## src/rtl/ddr_burst_writer.sv

```systemverilog
// Stream-to-Avalon-MM burst writer: buffers a word stream in a FIFO and writes it to
// consecutive memory addresses as fixed-length bursts, with a shorter final burst if needed.
module ddr_burst_writer #(
    parameter int unsigned DATA_W     = 32,
    parameter int unsigned ADDR_W     = 32,
    parameter int unsigned BURST_LEN  = 8,
    parameter int unsigned FIFO_DEPTH = 32
) (
    input  logic                  clk_clk,
    input  logic                  reset_reset_n,
    input  logic                  start,
    input  logic [ADDR_W-1:0]     base_addr,
    input  logic [23:0]           total_words,
    output logic                  busy,
    output logic                  done,
    input  logic [DATA_W-1:0]     snk_data,
    input  logic                  snk_valid,
    output logic                  snk_ready,
    output logic [ADDR_W-1:0]     avm_address,
    output logic                  avm_write,
    output logic [DATA_W-1:0]     avm_writedata,
    output logic [DATA_W/8-1:0]   avm_byteenable,
    output logic [6:0]            avm_burstcount,
    input  logic                  avm_waitrequest
);

    localparam int unsigned BYTES = DATA_W / 8;
    localparam int unsigned PW    = $clog2(FIFO_DEPTH);
    localparam int unsigned CW    = PW + 1;

    typedef enum logic [1:0] {StIdle, StWaitData, StBurst, StFinish} state_e;

    state_e              state_q, state_d;
    logic [ADDR_W-1:0]   addr_q, addr_d;
    logic [23:0]         remaining_q, remaining_d;
    logic [23:0]         total_q, total_d;
    logic [23:0]         accepted_q, accepted_d;
    logic [6:0]          len_q, len_d;
    logic [6:0]          beats_q, beats_d;
    logic [6:0]          next_len;
    logic [ADDR_W-1:0]   incr;

    logic [DATA_W-1:0]   mem [FIFO_DEPTH];
    logic [PW-1:0]       wr_ptr_q, rd_ptr_q;
    logic [CW-1:0]       count_q;
    logic                push, pop, full;

    assign busy      = (state_q == StWaitData) || (state_q == StBurst);
    assign full      = (count_q == CW'(FIFO_DEPTH));
    assign snk_ready = busy && !full && (accepted_q < total_q);
    assign push      = snk_valid && snk_ready;
    assign avm_write = (state_q == StBurst);
    assign pop       = avm_write && !avm_waitrequest;

    assign next_len = (remaining_q < 24'(BURST_LEN)) ? remaining_q[6:0] : 7'(BURST_LEN);
    assign incr     = ADDR_W'(32'(len_q) * BYTES);

    // Outputs are gated by state so reset forces them to zero without waiting for a clock.
    assign avm_address    = avm_write ? addr_q : '0;
    assign avm_burstcount = avm_write ? len_q : '0;
    assign avm_writedata  = avm_write ? mem[rd_ptr_q] : '0;
    assign avm_byteenable = avm_write ? '1 : '0;

    always_ff @(posedge clk_clk) begin
        if (push) begin
            mem[wr_ptr_q] <= snk_data;
        end
    end

    always_ff @(posedge clk_clk or negedge reset_reset_n) begin
        if (!reset_reset_n) begin
            wr_ptr_q <= '0;
            rd_ptr_q <= '0;
            count_q  <= '0;
        end else begin
            if (push) wr_ptr_q <= wr_ptr_q + PW'(1);
            if (pop)  rd_ptr_q <= rd_ptr_q + PW'(1);
            if (push && !pop) begin
                count_q <= count_q + CW'(1);
            end else if (pop && !push) begin
                count_q <= count_q - CW'(1);
            end
        end
    end

    always_ff @(posedge clk_clk or negedge reset_reset_n) begin
        if (!reset_reset_n) begin
            state_q     <= StIdle;
            addr_q      <= '0;
            remaining_q <= '0;
            total_q     <= '0;
            accepted_q  <= '0;
            len_q       <= '0;
            beats_q     <= '0;
        end else begin
            state_q     <= state_d;
            addr_q      <= addr_d;
            remaining_q <= remaining_d;
            total_q     <= total_d;
            accepted_q  <= accepted_d;
            len_q       <= len_d;
            beats_q     <= beats_d;
        end
    end

    always_comb begin
        state_d     = state_q;
        addr_d      = addr_q;
        remaining_d = remaining_q;
        total_d     = total_q;
        accepted_d  = accepted_q + 24'(push);
        len_d       = len_q;
        beats_d     = beats_q;
        done        = 1'b0;
        unique case (state_q)
            StIdle: begin
                if (start) begin
                    addr_d      = base_addr;
                    remaining_d = total_words;
                    total_d     = total_words;
                    accepted_d  = '0;
                    state_d     = (total_words == 24'd0) ? StFinish : StWaitData;
                end
            end
            StWaitData: begin
                if (32'(count_q) >= 32'(next_len)) begin
                    len_d   = next_len;
                    beats_d = next_len;
                    state_d = StBurst;
                end
            end
            StBurst: begin
                if (pop) begin
                    remaining_d = remaining_q - 24'd1;
                    beats_d     = beats_q - 7'd1;
                    // Leaving through WaitData guarantees an idle cycle between bursts.
                    if (beats_q == 7'd1) begin
                        addr_d  = addr_q + incr;
                        state_d = (remaining_q == 24'd1) ? StFinish : StWaitData;
                    end
                end
            end
            StFinish: begin
                done    = 1'b1;
                state_d = StIdle;
            end
            default: state_d = StIdle;
        endcase
    end

endmodule

```

## config.mk

```make
export PLATFORM = sky130hd
export DESIGN_NAME = ddr_burst_writer
export DESIGN_NICKNAME = d
export VERILOG_FILES = /design/src/rtl/ddr_burst_writer.sv
export SDC_FILE = /design/constraint.sdc
export NUM_CORES = 2
export LEC_CHECK = 0
export ABC_AREA = 1
export CAP_MARGIN = 10
export CORE_MARGIN = 5
export CORE_UTILIZATION = 30
export CTS_BUF_LIST = sky130_fd_sc_hd__clkbuf_8 sky130_fd_sc_hd__clkbuf_16
export DETAILED_ROUTE_END_ITERATION = 16
export PLACE_DENSITY = 0.55
export SYNTH_ARGS = -nofsm -noshare
export SYNTH_HDL_FRONTEND = slang
export SYNTH_SLANG_ARGS = --single-unit
```

## constraint.sdc

```tcl
create_clock -name clk_clk -period 5 [get_ports clk_clk]
set_clock_uncertainty 0.2 [all_clocks]
set_input_delay 1 -clock clk_clk [delete_from_list [all_inputs] [get_ports clk_clk]]
set_output_delay 1 -clock clk_clk [all_outputs]
set_load 0.02 [all_outputs]
```

# Word level (Yosys, flattened, before mapping)
# Memories as Yosys holds them, arrays and structs flattened.
# Index checks and enable logic that the tools add are counted.
# classes
muxes	29
n_eq_ne	10
n_addsub	8
magnitude_cmp	3
reduce_logical	22
# ops
cell	n
2-to-1 mux 32 bit	5
2-to-1 mux 24 bit	4
case mux 32 bit (2 select lines)	1
case mux 24 bit (2 select lines)	1
adder 32 x 9 -> 32 bit	1
2-to-1 mux 7 bit	4
adder 24 x 1 -> 24 bit	1
== test 24 x 1 -> 1 bit, second input constant	1
zero test 24 bit	1
less-than comparator 24 bit	1
less-than comparator 24 x 4 -> 1 bit, second input constant	1
subtractor 24 x 1 -> 24 bit, second input constant	1
case mux 7 bit (2 select lines)	1
2-to-1 mux 2 bit	6
2-to-1 mux 6 bit	2
adder 5 x 1 -> 5 bit, second input constant	2
case mux 2 bit (4 select lines)	1
AND reduction 4 bit	2
== test 7 x 1 -> 1 bit, second input constant	1
greater-or-equal comparator 6 x 7 -> 1 bit	1
subtractor 7 x 1 -> 7 bit, second input constant	1
adder 6 x 1 -> 6 bit, second input constant	1
== test 6 bit, second input constant	1
logical AND 1 bit	6
other kinds (13)	25
# totals
reg_bits	136
memories	1
inputBits	93
ram_bits	1024
# memory_table
name	words	width	rd	rd_clocked_by_memory_dff	write_ports	line_no	text
mem	32	32	1	0	1	43	logic [DATA_W-1:0] mem [FIFO_DEPTH];

# Longest topological paths before layout
# logic_depth
word_depth	9
ltp_mapped	22

# Worst setup path before layout
# Ideal clock, no wire load.
# synth_path
path_type	reg2reg
from	reg accepted_q[15]
to	mem mem[11][0] (enable)
path_slack_ps	1198
stages_incl_launch_ff	10
n_path_buf	0
arrival_ps	3181
cell_sequence	dfrtp_1 -> ha_1 -> a21o_1 -> nor2_1 -> nand2_1 -> a21oi_1 -> nand2_1 -> nor2_4 -> nand3_1 -> nor2_1
# synth_via
elab_chain_len	5
# synth_rtl
element	line_no	text
start: declaration	37	logic [23:0] accepted_q, accepted_d;
start signal: assignment	100	accepted_q <= accepted_d;
less-than comparator 24 bit	50	assign snk_ready = busy && !full && (accepted_q < total_q);
logical AND 1 bit	50	
net snk_ready	18	output logic snk_ready,
logical AND 1 bit	51	assign push = snk_valid && snk_ready;
2-to-1 mux 1 bit	65	if (push) begin
2-to-1 mux 1 bit (not written as such)	66	mem[wr_ptr_q] <= snk_data;
end: declaration	43	
# The timed path passes the listed nets, and every way through them passes these cells.

# Worst setup path in the final report
# layout_path
from	reg rd_ptr_q[0]
to	out avm_writedata[15]
# layout_via
elab_chain_len	2
# layout_rtl
element	line_no	text
start: declaration	44	logic [PW-1:0] wr_ptr_q, rd_ptr_q;
start signal: assignment	77	if (pop) rd_ptr_q <= rd_ptr_q + PW'(1);
memory (32 x 32 bit)	--	
2-to-1 mux 32 bit	61	assign avm_writedata = avm_write ? mem[rd_ptr_q] : '0;
end: declaration	21	output logic [DATA_W-1:0] avm_writedata,
# No other way between the ends.

==> metrics.md <==
| Metric | Value |
|---|---|
| Relative slew margins | `14.4%` |
| Tightest Hold Check Type | `in2async` |
| Minimum clock period | `4890 ps` |
| Height of the die | `415 um` |
| Async set-reset flop share out of synthesis | `11.7%` |
| Clock root buffer | `clkbuf_16` |
| Synthesized flop and latch total | `1160` |
| Startpoint types | `flip-flop` |
| Commonest non-fill, non-tap cell in the layout | `edfxtp_1` |
| Final slew viol count | `0` |
| VDD IR-drop max | `718 uV` |
| Critical path type | `reg2out` |
| # IOs | `172` |
| Area growth from synthesis to layout | `17.6%` |
| Buffers inserted by post-CTS timing repair | `0` |
| Via density | `5.05` |
| H-tree Lvls | `3` |
| Worst Tran Pin Value | `1280 ps` |
| CTS tree | `built` |
| CTS max path bufs | `3` |
| Layout cells sized above 1 | `7.56%` |
| CP max FO | `32` |
| Largest net degree at the start of global routing | `181` |
| Core Box Area | `163000 um^2` |
| GP Congestion | `0.840` |
| PortBufs | `171` |
| Average cell area after synthesis | `11.4 um^2` |
| Clk slew on worst S/H paths | `60 ps` |
| Register area share after synthesis | `69.4%` |
| Via count | `34021` |
| Tot GR Track Use | `16.4%` |
| Cells after DPL | `6520` |
| EDFF count, synth | `1024` |
| Critical path arrival | `3690 ps` |
| Post-DP HPWL | `82.8 mm` |
| Fin crit share | `97.7%` |
| Vias in the first global route | `32056` |
| Peak Freq | `205 MHz` |
| GRT overflow | `0` |
| Global-route wire length before repair | `216 mm` |
| Initial core utilization | `30.2%` |
| Clk_lat worst skew | `690 ps` |
| Drt drc | `0` |
| Leak | `0.0202 uW` |
| YS warnings | `0` |
| Die X | `415 um` |
| Post-synth top flop | `edfxtp_1` |
| Final setup fails | `0` |
| Cell count after synthesis | `4301` |
| Post-Route Utilization | `35.5%` |
| Cts bufs inserted | `116` |
| Post-synthesis cell type count | `43` |
| Clk sink count | `1160` |
| Final Hold Viols | `0` |
| Most frequent cells in the layout | `edfxtp_1 (1024), nor2_1 (758), o21ai_0 (531), nand2_1 (512), inv_1 (247)` |
| Req. time, crit path | `3800 ps` |
| Post-route ant nets | `0` |
| Synth Cell Area | `49200 um^2` |
| WHS | `99.6 ps` |
| Initial DRT Pass Iterations | `5` |
| Initial antenna violation count | `10` |
| Max Cap Violations | `0` |
| Avg WL per Cell | `22.1 um` |
| RSZ-0062 raised after global routing | `true` |
| Rows | `148` |
| Initial detailed-routing violation count | `3679` |
| Non-filler instance count after layout | `6739` |
| Worst Setup End Kind | `output pin` |
| Final wirelength | `149 mm` |
| Outcome | `complete, no violations` |
| Die area | `172000 um^2` |
| Final #Nets | `4621` |
| Cell area power density | `539 nW/um^2` |
## worst max-delay path, cell delays in order (launching register included)
cell	delay, ps
dfrtp_4	680
buf_4	280
nor2_4	160
clkbuf_16	280
a22oi_1	110
o21ai_1	120
nand2_1	100
nand3_1	110
nor2_1	40
nor2_1	360
clkdlybuf4s50_1	700
## cells in the mapped netlist (4+ instances only)
master    instances  area, um^2
buf_4            24         180
nand3_1         172         861
xor2_1           29         254
nand4_1          29         181
inv_1           218         818
clkbuf_2          4        20.0
buf_2            62         310
edfxtp_1       1024       30700
inv_2             4        15.0
o22ai_1          96         601
a21oi_1          94         470
o211ai_1        101         758
nor3_1           23         115
buf_6            11         124
dfrtp_1         136        3400
o21ai_1         117         586
nand2_1         512        1920
buf_1            19        71.3
a22oi_1          67         503
nor2_1          792        2970
xnor2_1           8        70.1
clkbuf_1        124         465
o21ai_0         531        2660
a31oi_1           5        31.3
or2_2             5        31.3
ha_1             56         701
o21a_1            6        45.0
## final cells by class
class                   instances  area, um^2
repair inverters                1        11.3
clock buffers                 119        2960
clock inverters                91         717
flip-flops and latches       1160       34200
multi-input cells            2672       13300
fillers                     16099      105000
repair buffers                293        3130
inverters                     226         881
well taps                    2175        2720
diodes                          2        5.00
## power by group
group | total, uW | switching (uW) | internal, uW
clock network | 8520 | 3800 | 4730
registers | 11800 | 522 | 11300
logic | 10900 | 7470 | 3400
total | 31200 | 11800 | 19400
## timing repair
action,in CTS,in global routing
pin swaps,0,0
setup endpoints to repair,1,10
gates cloned,0,4
resized for setup,1,9
hold buffers,0,0
## routing by layer
metal  GRT usage, %  vias to the layer above  wire [um]
met4           4.90                        0       4540
li1               -                    15620          -
met5              0                        -          0
met3           3.10                      233      10200
met2           26.2                     1217      68100
met1           22.9                    16951      65800
## state kept, by name (all words and copies together) (netlist names)
signal / count
beats_q: 7
len_q: 7
count_q: 6
remaining_q: 24
addr_q: 32
rd_ptr_q: 5
mem: 1024
state_q: 2
accepted_q: 24
wr_ptr_q: 5
total_q: 24
## stage by stage
step           total power (uW)  worst slack (ps)  instance area, um^2  setup TNS [ps]
2_1_floorplan             18900              1200                49200               0
3_3_place_gp              22500               773                54000               0
3_5_place_dp              22600               781                54000               0
4_1_cts                   31200              36.6                57700               0
5_1_grt                   33000             -27.6                57900           -56.2
6_report                  31200               113                57900               0
## final timing paths
kind,start,to,slack [ps],cells after the start
max,rd_ptr_q[0]$_DFFE_PN0P_,avm_writedata[15],110,10
min,reset_reset_n,remaining_q[11]$_DFFE_PN0P_,100,1
max reg2reg,accepted_q[15]$_DFF_PN0_,mem[24][8]$_DFFE_PP_,950,10
min reg2reg,beats_q[4]$_DFFE_PN0P_,beats_q[4]$_DFFE_PN0P_,280,2
max in group asynchronous,reset_reset_n,accepted_q[2]$_DFF_PN0_,3420,2
min in group clk_clk,beats_q[4]$_DFFE_PN0P_,beats_q[4]$_DFFE_PN0P_,280,2
## cell families (layout without fill, tap and decap cells)
logic type,count (synthesis),in the layout,synth area share [%]
simple gates,1548,1548,12.6
other cells,1,4,0.00762
flops,1160,1160,69.4
fa+ha+maj,58,58,1.51
buf+inv,470,730,4.11
compound gates,1027,1027,11.7
xor+xnor,37,37,0.659
Note: power is estimated with default switching activity, not from simulation.
